==> config.mk <==
export PLATFORM = sky130hd
export DESIGN_NAME = pcileech_tlps128_dw_serializer
export DESIGN_NICKNAME = d
export VERILOG_FILES = /design/src/rtl/pcileech_tlps_pkg.sv /design/src/rtl/pcileech_tlps128_dw_serializer.sv
export SDC_FILE = /design/constraint.sdc
export NUM_CORES = 1
export LEC_CHECK = 0
export BUFFER_PORTS_ARGS = -buffer_cell sky130_fd_sc_hd__clkbuf_2
export CAP_MARGIN = 20
export CORE_ASPECT_RATIO = 0.5
export CORE_MARGIN = 4
export CORE_UTILIZATION = 30
export CTS_CLUSTER_SIZE = 10
export DETAILED_ROUTE_END_ITERATION = 12
export GPL_TIMING_DRIVEN = 0
export HOLD_SLACK_MARGIN = 0.05
export SLEW_MARGIN = 30
export SYNTH_ARGS = -nofsm -noshare
export SYNTH_HDL_FRONTEND = slang
export SYNTH_SLANG_ARGS = --single-unit
==> constraint.sdc <==
create_clock -name clk_pcie -period 2.1 [get_ports clk_pcie]
set_clock_uncertainty 0.15 [all_clocks]
set_input_delay 0.42 -clock clk_pcie [delete_from_list [all_inputs] [get_ports clk_pcie]]
set_output_delay 0.42 -clock clk_pcie [all_outputs]
set_load 0.005 [all_outputs]
==> src/rtl/pcileech_tlps_pkg.sv <==
// Shared types for the 128-bit TLP stream helpers: legal DW-keep patterns, lane index, serializer states.
package pcileech_tlps_pkg;

    localparam logic [3:0] KEEP_NONE_DW = 4'b0000;
    localparam logic [3:0] KEEP_1DW     = 4'b0001;
    localparam logic [3:0] KEEP_2DW     = 4'b0011;
    localparam logic [3:0] KEEP_3DW     = 4'b0111;
    localparam logic [3:0] KEEP_4DW     = 4'b1111;

    typedef logic [1:0] lane_t;

    typedef enum logic {
        ST_EMPTY = 1'b0,
        ST_SHIFT = 1'b1
    } ser_state_t;

    typedef enum logic [1:0] {
        KEEP_LEGAL = 2'd0,
        KEEP_NONE  = 2'd1,
        KEEP_BAD   = 2'd2
    } keep_class_t;

    function automatic keep_class_t keep_class(input logic [3:0] keep);
        case (keep)
            KEEP_1DW, KEEP_2DW, KEEP_3DW, KEEP_4DW: return KEEP_LEGAL;
            KEEP_NONE_DW:                           return KEEP_NONE;
            default:                                return KEEP_BAD;
        endcase
    endfunction

    // Highest kept lane of a legal (contiguous from lane 0) keep pattern.
    function automatic lane_t keep_hi_lane(input logic [3:0] keep);
        case (keep)
            KEEP_2DW: return 2'd1;
            KEEP_3DW: return 2'd2;
            KEEP_4DW: return 2'd3;
            default:  return 2'd0;
        endcase
    endfunction

endpackage

==> src/rtl/pcileech_tlps128_dw_serializer.sv <==
// Splits 128-bit TLP beats into a 32-bit DW stream, lane 0 first; first DW one clk after accept, 1 DW/clk sustained.
// Backpressure: dw_ready stalls the current DW in place; tready only opens when empty or as the last kept lane leaves.
module pcileech_tlps128_dw_serializer
    import pcileech_tlps_pkg::*;
#(
    parameter int CNT_W = 16
) (
    input  logic             clk_pcie,
    input  logic             rst_n,
    input  logic [127:0]     tlps_in_tdata,
    input  logic [3:0]       tlps_in_tkeepdw,
    input  logic             tlps_in_tlast,
    input  logic [8:0]       tlps_in_tuser,
    input  logic             tlps_in_tvalid,
    output logic             tlps_in_tready,
    output logic [31:0]      dw_data,
    output logic             dw_valid,
    output logic             dw_first,
    output logic             dw_last,
    input  logic             dw_ready,
    output logic             err_keep,
    output logic [CNT_W-1:0] pkt_count
);

    localparam logic [CNT_W-1:0] CNT_ONE = {{(CNT_W-1){1'b0}}, 1'b1};

    ser_state_t   state, state_nxt;
    lane_t        lane, lane_nxt, hold_hi;
    logic [127:0] hold_data;
    logic         hold_first, hold_last;
    logic         dw_hs, last_hs, accept, load;
    keep_class_t  keep_cls;
    logic [31:0]  lane_dw;
    logic         unused_tuser;

    // Only the first-beat flag is meaningful here; the rest of tuser passes by untouched.
    assign unused_tuser = ^tlps_in_tuser[8:1];

    assign keep_cls       = keep_class(tlps_in_tkeepdw);
    assign dw_valid       = (state == ST_SHIFT);
    assign lane_dw        = hold_data[{lane, 5'd0} +: 32];
    assign dw_data        = dw_valid ? lane_dw : 32'd0;
    assign dw_first       = dw_valid && hold_first && (lane == 2'd0);
    assign dw_last        = dw_valid && hold_last && (lane == hold_hi);
    assign dw_hs          = dw_valid && dw_ready;
    assign last_hs        = dw_hs && (lane == hold_hi);
    assign tlps_in_tready = rst_n && ((state == ST_EMPTY) || last_hs);
    assign accept         = tlps_in_tvalid && tlps_in_tready;

    always_comb begin
        state_nxt = state;
        lane_nxt  = lane;
        load      = 1'b0;
        if (accept && (keep_cls == KEEP_LEGAL)) begin
            load      = 1'b1;
            state_nxt = ST_SHIFT;
            lane_nxt  = 2'd0;
        end else if (last_hs) begin
            // Empty or illegal beats accepted here are dropped, so the register drains.
            state_nxt = ST_EMPTY;
            lane_nxt  = 2'd0;
        end else if (dw_hs) begin
            lane_nxt  = lane + 2'd1;
        end
    end

    always_ff @(posedge clk_pcie or negedge rst_n) begin
        if (!rst_n) begin
            state      <= ST_EMPTY;
            lane       <= 2'd0;
            hold_data  <= '0;
            hold_first <= 1'b0;
            hold_last  <= 1'b0;
            hold_hi    <= 2'd0;
            err_keep   <= 1'b0;
            pkt_count  <= '0;
        end else begin
            state    <= state_nxt;
            lane     <= lane_nxt;
            err_keep <= accept && (keep_cls == KEEP_BAD);
            if (load) begin
                hold_data  <= tlps_in_tdata;
                hold_first <= tlps_in_tuser[0];
                hold_last  <= tlps_in_tlast;
                hold_hi    <= keep_hi_lane(tlps_in_tkeepdw);
            end
            if (dw_hs && dw_last) begin
                pkt_count <= pkt_count + CNT_ONE;
            end
        end
    end

endmodule

== Word level (Yosys, flattened, before mapping) ==
Cells that the tools add are included.

* Bits of input ports: 146
* Word-level logic and storage cells: 45
* Register bits after elaboration: 152
* Output and inout bits: 53

* Multiplexer cells: 9
* Shift operators: 1
* Reduce and logical (&&, ||, !) cells: 18
* Bitwise gates (word level): 1
* Add/subtract/negate cells: 2
* Equal/unequal tests: 6

{| class="wikitable"
|+ Operator list
! kind !! count
|-
| $shiftx 128x8->32 || 1
|-
| $mux 32 || 1
|-
| $add 16x1->16 const B || 1
|-
| $logic_and 1x1->1 || 11
|-
| $mux 2 || 3
|-
| $pmux 2 s3 || 1
|-
| $eq 4x1->1 const B || 1
|-
| $eq 4x2->1 const B || 1
|-
| $eq 4x3->1 const B || 1
|-
| $eq 4x4->1 const B || 1
|-
| $logic_not 2->1 || 2
|-
| $logic_not 4->1 || 1
|-
| $pmux 2 s2 || 1
|-
| $reduce_or 4->1 || 1
|-
| $mux 1 || 3
|-
| $reduce_bool 3->1 || 1
|-
| $add 2x1->2 const B || 1
|-
| $eq 2x2->1 || 1
|-
| $eq 2x2->1 const B || 1
|-
| $reduce_bool 2->1 || 1
|-
| $logic_or 1x1->1 || 1
|-
| $not 1->1 || 1
|}

== Longest topological paths before layout ==
Gate-level depths: netlist (run 1).

* Depth in word-level cells: 7
* Depth in mapped cells: 8
* Gate-level depth less buffers: 6

== Worst setup path before layout (run 1) ==
No wires, ideal clock.

* Kind: reg-to-output
* From: register lane[0]
* To: output dw_data[10]
* Data arrival time: 1475 ps
* Cell stages (with the launch flop): 5
* Buffers on the path: 2
* Slack: 55 ps
* Path through: dfrtp_1 -> buf_6 -> buf_2 -> mux4_2 -> and2_1

* Word-level cells in the longest chain between the ends: 2

{| class="wikitable"
|+ RTL lines
! item !! line !! source
|-
| start, declared || pcileech_tlps128_dw_serializer.sv:28 || <nowiki>lane_t lane, lane_nxt, hold_hi;</nowiki>
|-
| start signal, assigned || pcileech_tlps128_dw_serializer.sv:79 || <nowiki>lane <= lane_nxt;</nowiki>
|-
| $shiftx 128x8->32 || pcileech_tlps128_dw_serializer.sv:41 || <nowiki>assign lane_dw = hold_data[{lane, 5'd0} +: 32];</nowiki>
|-
| $mux 32 || pcileech_tlps128_dw_serializer.sv:42 || <nowiki>assign dw_data = dw_valid ? lane_dw : 32'd0;</nowiki>
|-
| end, declared || pcileech_tlps128_dw_serializer.sv:16 || <nowiki>output logic [31:0] dw_data,</nowiki>
|}

No other way between the ends.

== Worst setup path in the final report (run 1) ==
* From: register lane[0]
* To: output dw_data[20]

Same word-level chain as after synthesis.

==> results.sh, run 1 <==
export IMPL_outcome="finished, violations left"
export IMPL_failed_checks="negative hold slack, negative setup slack"
export IMPL_floorplan_io_pins=199
export IMPL_path_buf_inv=3
export IMPL_area_growth_pct=43.2
export IMPL_syn_avg_cell_area_um2=16.0
export IMPL_drt_total_wl_um=21500
export IMPL_fin_util_pct=43.9
export IMPL_peak_supply_drop_mv=0.458
export IMPL_criticalPathCategory="register to primary output"
export IMPL_post_route_drc_count=0
export IMPL_fp_row_count=40
export IMPL_h_tree_depth=4
export IMPL_final_net_count=861
export IMPL_maxCapViolations=0
export IMPL_gp_congestion=0.780
export IMPL_die_y_um=119
export IMPL_req_time_crit_path_ps=1530
export IMPL_slew_limit_headroom_pct=72.6
export IMPL_hold_viol_final=56
export IMPL_synth_warning_count=0
export IMPL_setup_viol=170
export IMPL_route_vias_total=4848
export IMPL_grt_overflow=0
export IMPL_yosys_register_bits=152
export IMPL_final_cell_count_without_fillers=1064
export IMPL_power_density_nw_per_um2=1280
export IMPL_final_max_slew_violation_count=0
export IMPL_cts_root_buffer_cell="sky130_fd_sc_hd__clkbuf_16"
export IMPL_post_synth_top_area_fraction_pct=51.5
export IMPL_viasPerCell=4.56
export IMPL_critPathArrivalTime_ps=1940
export IMPL_hold_path_class="input port to async pin"
export IMPL_critical_path_peak_fanout=8
export IMPL_cts_sink_count=152
export IMPL_dpl_cell_area_um2=8810
export IMPL_place_detailed_instances=989
export IMPL_post_drt_antenna_nets=0
export IMPL_die_area_um2=27300
export IMPL_critical_path_slowest_cell="sky130_fd_sc_hd__mux4_2"
export IMPL_dieWidth_um=230
export IMPL_grt_setup_unrepaired="yes"
export IMPL_synth_seq_area_share_pct=51.5
export IMPL_ys_types=32
export IMPL_period_share_pct=120
export IMPL_synth_edf_count=0
export IMPL_clkLatencyLatePin_ps=430
export IMPL_grt_pass1_vias=5419
export IMPL_power_static_leakage_uw=0.00489
export IMPL_fmax_mhz=398
export IMPL_post_dp_hpwl_um=14300
export IMPL_ys_flop_type="sky130_fd_sc_hd__dfrtp_1"
export IMPL_mappedNetlistNets=610
export IMPL_ys_top_cells_by_area="sky130_fd_sc_hd__dfrtp_1 52%, sky130_fd_sc_hd__mux2_4 20%, sky130_fd_sc_hd__mux4_2 9.8%"
export IMPL_worst_setup_hold_path_clk_slew_ps=70
export IMPL_start_util_pct=30.7
export IMPL_postSynth_asyncResetShare_pct=100
export IMPL_max_slew_worst_pin_slew_ps=411
export IMPL_peak_per_stage_delay_on_the_critical_path_ps=540
export IMPL_numCtsBuffers=17
export IMPL_netlist_instances=462
export IMPL_detail_route_iter0_violations=258
export IMPL_critPathTopFamily="multiplexers"
export IMPL_core_area_um2=24100
export IMPL_post_synth_top_area_cell="sky130_fd_sc_hd__dfrtp_1"
export IMPL_drt_pass1_iter_count=4
export IMPL_timing_final_ws_setup_ps=-414
export IMPL_cts_tree="built"
export IMPL_fillers=2136
export IMPL_layout_min_cycle_time_ps=2510
export IMPL_global_route_usage_total_pct=16.0
export IMPL_path_common_cell="sky130_fd_sc_hd__buf_12"
export IMPL_fin_area_um2=10600
export IMPL_antenna_found_initial=2
export IMPL_wire_per_inst_um=20.2
export IMPL_fin_worst_hold_slack_ps=-281
export IMPL_crit_path_cell_trace="buf_12 > buf_12 > mux4_2 > and2_4 > clkbuf_2"
export IMPL_worst_setup_path_start_kind="register"
export IMPL_crit_path_end_kind="primary output"
export IMPL_final_layout_size_suffix_gt1_share_pct=66.9
export IMPL_dpl_worst_slack_ps=-602
export IMPL_grt_pass1_wl_um=32900
export IMPL_hold_buffers=3
export IMPL_synth_cell_area_um2=7380
export IMPL_grt_max_degree=61
export IMPL_cts_path_max_buffers=2
export IMPL_numPortBuffers=189
worst reg2reg max path, delay by kind of cell, from the launching register on:
kind | cells | cell delay [ps]
mux | 1 | 330
compound gates | 1 | 150
flops | 1 | 400
xor+xnor | 1 | 200
simple gates | 1 | 220
buf+inv | 6 | 940
cells by family after synthesis:
| logic type | synth area share [%] |
|---|---|
| and+or+nand+nor | 6.41 |
| adders and majority gates | 0.339 |
| DFF | 51.5 |
| muxes | 35.1 |
| buffers and inverters | 3.09 |
| AOI/OAI and AO/OA | 0.983 |
| xor gates and xnor gates | 2.53 |
layer usage:
metal / vias up / part of all wire, % / track usage [%] / wire length (µm)
met3: 31 / 3.2 / 3.23 / 679
met1: 2542 / 43 / 20.9 / 9290
li1: 2194 / - / - / -
met2: 81 / 51 / 26.7 / 11000
met4: 0 / 2.4 / 5.81 / 507
met5: - / 0 / 0 / 0
state kept, by name, indices dropped and copies added (netlist names):
register,flops
hold_hi,2
pkt_count,16
err_keep,1
hold_data,128
hold_first,1
lane,2
hold_last,1
dw_valid,1
stage by stage:
stage | total power [µW] | setup TNS [ps]
finish | 13600 | -44170
detailed placement | 9450 | -85590
CTS | 13400 | -34800
global route | 14300 | -51040
floorplan | 8080 | 0
global placement | 9310 | -802970
repair_timing:
item,in CTS,in global routing
buffers inserted,21,4
resized for setup,93,44
cloned,15,2
endpoints found under the hold margin,59,56
pin swaps,5,10
endpoints found under the setup margin,166,172
power by group:
part	leakage, µW	internal, µW	switching, µW	total (µW)
registers	0.00183	4200	720	4920
logic	0.00277	3620	1790	5420
clock network	0.000297	1950	1290	3230
final timing paths:
check	depth (start not counted)	end	slack (ps)	from
max	5	dw_data[20]	-410	lane[0]
min in group clk_pcie	2	hold_data[14]	70	tlps_in_tdata[14]
min reg2reg	1	pkt_count[15]	330	pkt_count[15]
max in group asynchronous	3	hold_data[82]	1210	rst_n
max reg2reg	10	hold_data[109]	-400	lane[0]
min	1	pkt_count[9]	-280	rst_n
cells in the final DEF, fill, tap and decap left out, types with 3 or more instances in the layout:
master / n
sky130_fd_sc_hd__bufinv_16: 3
sky130_fd_sc_hd__inv_1: 5
sky130_fd_sc_hd__clkbuf_16: 19
sky130_fd_sc_hd__and3_1: 4
sky130_fd_sc_hd__xor2_1: 4
sky130_fd_sc_hd__clkbuf_2: 187
sky130_fd_sc_hd__and2_4: 26
sky130_fd_sc_hd__mux4_2: 32
sky130_fd_sc_hd__nand4_1: 8
sky130_fd_sc_hd__nand3_1: 7
sky130_fd_sc_hd__nor2_1: 3
sky130_fd_sc_hd__buf_16: 15
sky130_fd_sc_hd__xnor2_1: 11
sky130_fd_sc_hd__clkbuf_8: 3
sky130_fd_sc_hd__dlygate4sd3_1: 3
sky130_fd_sc_hd__buf_12: 25
sky130_fd_sc_hd__buf_4: 9
sky130_fd_sc_hd__nor3_1: 4
sky130_fd_sc_hd__mux2_4: 101
sky130_fd_sc_hd__nand2b_1: 5
sky130_fd_sc_hd__inv_6: 4
sky130_fd_sc_hd__buf_6: 13
sky130_fd_sc_hd__nand2_1: 9
sky130_fd_sc_hd__and2_1: 8
sky130_fd_sc_hd__mux2_2: 30
sky130_fd_sc_hd__dfrtp_1: 152
sky130_fd_sc_hd__buf_8: 3
sky130_fd_sc_hd__clkinvlp_4: 3
sky130_fd_sc_hd__o21ai_0: 5
synth_stat cells, types with 2 or more instances:
| cell type | count |
|---|---|
| sky130_fd_sc_hd__a21oi_1 | 2 |
| sky130_fd_sc_hd__and2_1 | 34 |
| sky130_fd_sc_hd__and3_1 | 5 |
| sky130_fd_sc_hd__buf_1 | 2 |
| sky130_fd_sc_hd__buf_2 | 8 |
| sky130_fd_sc_hd__buf_6 | 12 |
| sky130_fd_sc_hd__clkbuf_1 | 7 |
| sky130_fd_sc_hd__dfrtp_1 | 152 |
| sky130_fd_sc_hd__ha_1 | 2 |
| sky130_fd_sc_hd__inv_1 | 5 |
| sky130_fd_sc_hd__mux2_2 | 31 |
| sky130_fd_sc_hd__mux2_4 | 100 |
| sky130_fd_sc_hd__mux2i_1 | 2 |
| sky130_fd_sc_hd__mux4_2 | 32 |
| sky130_fd_sc_hd__nand2_1 | 9 |
| sky130_fd_sc_hd__nand2b_1 | 5 |
| sky130_fd_sc_hd__nand3_1 | 9 |
| sky130_fd_sc_hd__nand4_1 | 8 |
| sky130_fd_sc_hd__nor2_1 | 3 |
| sky130_fd_sc_hd__nor3_1 | 4 |
| sky130_fd_sc_hd__o21ai_0 | 5 |
| sky130_fd_sc_hd__xnor2_1 | 11 |
| sky130_fd_sc_hd__xnor2_4 | 2 |
| sky130_fd_sc_hd__xor2_1 | 4 |
cell type report:
class                           instances  area, µm²  area share (%)
Clock inverter                         13        166            1.58
Inverter                                5       18.8           0.178
Buffer                                 27        403            3.81
Timing Repair Buffer                  234       1840            17.4
Multi-Input combinational cell        276       3450            32.7
Sequential cell                       152       3800            36.0
Tap cell                              336        420            3.98
Clock buffer                           19        453            4.29
Antenna cell                            2       5.00          0.0474
(Power assumes the default switching activity.)
==> inputs of run 2 (changes only) <==
--- a/config.mk
+++ b/config.mk
@@ -14,6 +14,7 @@
 export DETAILED_ROUTE_END_ITERATION = 12
 export GPL_TIMING_DRIVEN = 0
 export HOLD_SLACK_MARGIN = 0.05
+export PLACE_DENSITY = 0.54
 export SLEW_MARGIN = 30
 export SYNTH_ARGS = -nofsm -noshare
 export SYNTH_HDL_FRONTEND = slang
==> constraint.sdc (replaced) <==
create_clock -name clk_pcie -period 2.1 [get_ports clk_pcie]
set_clock_uncertainty 0.15 [all_clocks]
set_input_delay 0.315 -clock clk_pcie [delete_from_list [all_inputs] [get_ports clk_pcie]]
set_output_delay 0.315 -clock clk_pcie [all_outputs]
set_load 0.005 [all_outputs]
==> run 2 against run 1 <==
  * The flow finishes with violations (negative setup slack)
  * First-iteration DRC count up 12%
  * Combinational power up 4%
  * Critical path depth is the same
  * Sequential power barely moved
  * Via count is 13% higher
  * Maximum frequency increased by 5.0%
  * Cell area grew 14%
  * Largest power group unchanged
  * Critical path type unchanged
  * Largest cell class unchanged
  * Sequential share of layout area decreased by 4.5 points
  * Final cell count grew 13%
==> results.sh, run 2 (synthesis gave the netlist of run 1 again) <==
export IMPL_die_y_um=119
export IMPL_die_area_um2=27300
export IMPL_cts_sink_count=152
export IMPL_largest_reg_by_ff_count="hold_data"
export IMPL_totalPowerFinal_uw=14100
export IMPL_grt_setup_unrepaired="yes"
export IMPL_area_growth_pct=63.5
export IMPL_post_drt_antenna_nets=0
export IMPL_hold_viol_final=0
export IMPL_final_max_slew_violation_count=0
export IMPL_crit_path_end_kind="primary output"
export IMPL_h_tree_depth=4
export IMPL_maxCapViolations=0
export IMPL_power_static_leakage_uw=0.00554
export IMPL_floorplan_io_pins=199
export IMPL_cts_path_max_buffers=2
export IMPL_drt_pass1_iter_count=4
export IMPL_outcome="finished, violations left"
export IMPL_grt_pass1_wl_um=36400
export IMPL_layout_min_cycle_time_ps=2390
export IMPL_route_vias_total=5493
export IMPL_largest_registers="hold_data: 128 flops, pkt_count: 16 flops"
export IMPL_fin_worst_hold_slack_ps=136
export IMPL_mostFrequentLayoutCell="sky130_fd_sc_hd__clkbuf_2"
export IMPL_period_share_pct=114
export IMPL_setup_viol=165
export IMPL_max_slew_worst_pin_slew_ps=464
export IMPL_wire_per_inst_um=19.3
export IMPL_numCtsBuffers=17
export IMPL_worst_setup_path_start_kind="register"
export IMPL_critPathArrivalTime_ps=1930
export IMPL_post_dp_hpwl_um=13900
export IMPL_final_layout_size_suffix_gt1_share_pct=55.3
export IMPL_peak_supply_drop_mv=0.595
export IMPL_cts_root_buffer_cell="sky130_fd_sc_hd__clkbuf_16"
export IMPL_slew_limit_headroom_pct=69.1
export IMPL_place_detailed_instances=989
export IMPL_numPortBuffers=189
export IMPL_fin_util_pct=50.1
export IMPL_post_route_drc_count=0
export IMPL_criticalPathCategory="register to primary output"
export IMPL_dieWidth_um=230
export IMPL_fmax_mhz=418
export IMPL_drt_total_wl_um=23300
export IMPL_critical_path_peak_fanout=10
export IMPL_grt_pass1_vias=6233
export IMPL_hold_path_class="input port to register"
export IMPL_gp_congestion=0.768
export IMPL_timing_final_ws_setup_ps=-294
export IMPL_worst_setup_hold_path_clk_slew_ps=60
export IMPL_dpl_worst_slack_ps=-640
export IMPL_mostFrequentLayoutCells="189 x sky130_fd_sc_hd__clkbuf_2, 152 x sky130_fd_sc_hd__dfrtp_1, 139 x sky130_fd_sc_hd__dlygate4sd3_1"
export IMPL_failed_checks="negative setup slack"
export IMPL_core_area_um2=24100
export IMPL_cts_tree="built"
export IMPL_start_util_pct=30.7
export IMPL_detail_route_iter0_violations=289
export IMPL_final_cell_count_without_fillers=1205
export IMPL_number_of_flip_flops_in_the_largest_register=128
export IMPL_grt_max_degree=70
export IMPL_antenna_found_initial=2
export IMPL_clkLatencyLatePin_ps=430
export IMPL_final_net_count=1001
export IMPL_viasPerCell=4.56
export IMPL_power_density_nw_per_um2=1170
export IMPL_global_route_usage_total_pct=17.6
export IMPL_fp_row_count=40
export IMPL_grt_overflow=0
export IMPL_req_time_crit_path_ps=1630
[run 2: cell count changes in the layout (fill, tap and decap cells not counted), moves of 3 or more]
| cell | change |
|---|---|
| sky130_fd_sc_hd__inv_6 | -4 |
| sky130_fd_sc_hd__mux2_2 | -25 |
| sky130_fd_sc_hd__bufinv_16 | +3 |
| sky130_fd_sc_hd__and2_1 | +7 |
| sky130_fd_sc_hd__dlygate4sd3_1 | +136 |
| sky130_fd_sc_hd__and2_4 | -7 |
| sky130_fd_sc_hd__buf_12 | +3 |
| sky130_fd_sc_hd__mux2_4 | +25 |
[run 2: cell type report]
type / count / area, µm²
buffer: 28 / 434
clock inverter: 13 / 225
clock buffer: 19 / 443
inverter: 5 / 18.8
antenna: 3 / 7.51
timing repair buffer: 373 / 3200
fill: 2045 / 12000
multi-input combinational: 276 / 3510
tap: 336 / 420
sequential: 152 / 3800
[run 2: where the power goes]
part	internal (µW)	total (µW)	switching (µW)	leakage, µW
combinational	3790	5620	1830	0.00339
clock	2260	3530	1270	0.000327
sequential	4200	4930	727	0.00183
[run 2: repair_timing]
action,4_1_cts,5_1_grt
setup buffers,23,3
pin swaps,4,3
resized for setup,113,45
hold buffers,142,1
gates cloned,16,0
setup endpoints to repair,167,168
endpoints found under the hold margin,216,20
[run 2: through the flow]
stage	instance area [µm²]	setup TNS, ps
3_5_place_dp	8810	-88700
4_1_cts	12000	-32660
2_1_floorplan	7380	0
6_report	12100	-32890
5_1_grt	12100	-40790
3_3_place_gp	8750	-797400
[run 2: metal layers]
metal	vias up	part of all wire, %	GRT usage, %
li1	2475	-	-
met1	2859	44	22.7
met2	116	51	29.7
met3	43	3.0	2.92
met4	0	2.6	7.09
met5	-	0	0
[run 2: worst max-delay path, stage by stage (launching register included)]
cell and delay (ps):
sky130_fd_sc_hd__dfrtp_1 370, sky130_fd_sc_hd__buf_12 150, sky130_fd_sc_hd__buf_12 160, sky130_fd_sc_hd__mux4_2 510, sky130_fd_sc_hd__and2_4 180, sky130_fd_sc_hd__clkbuf_2 110
[run 2: worst paths after layout]
kind	from	end	slack [ps]	cells after the start
setup / recovery	lane[0]	dw_data[24]	-290	5
hold / removal	tlps_in_tkeepdw[2]	hold_hi[0]	140	4
setup reg to reg	lane[0]	hold_data[78]	-290	10
hold reg to reg	pkt_count[15]	pkt_count[15]	330	1
max in group asynchronous	rst_n	hold_data[17]	640	6
min in group asynchronous	rst_n	pkt_count[10]	520	5
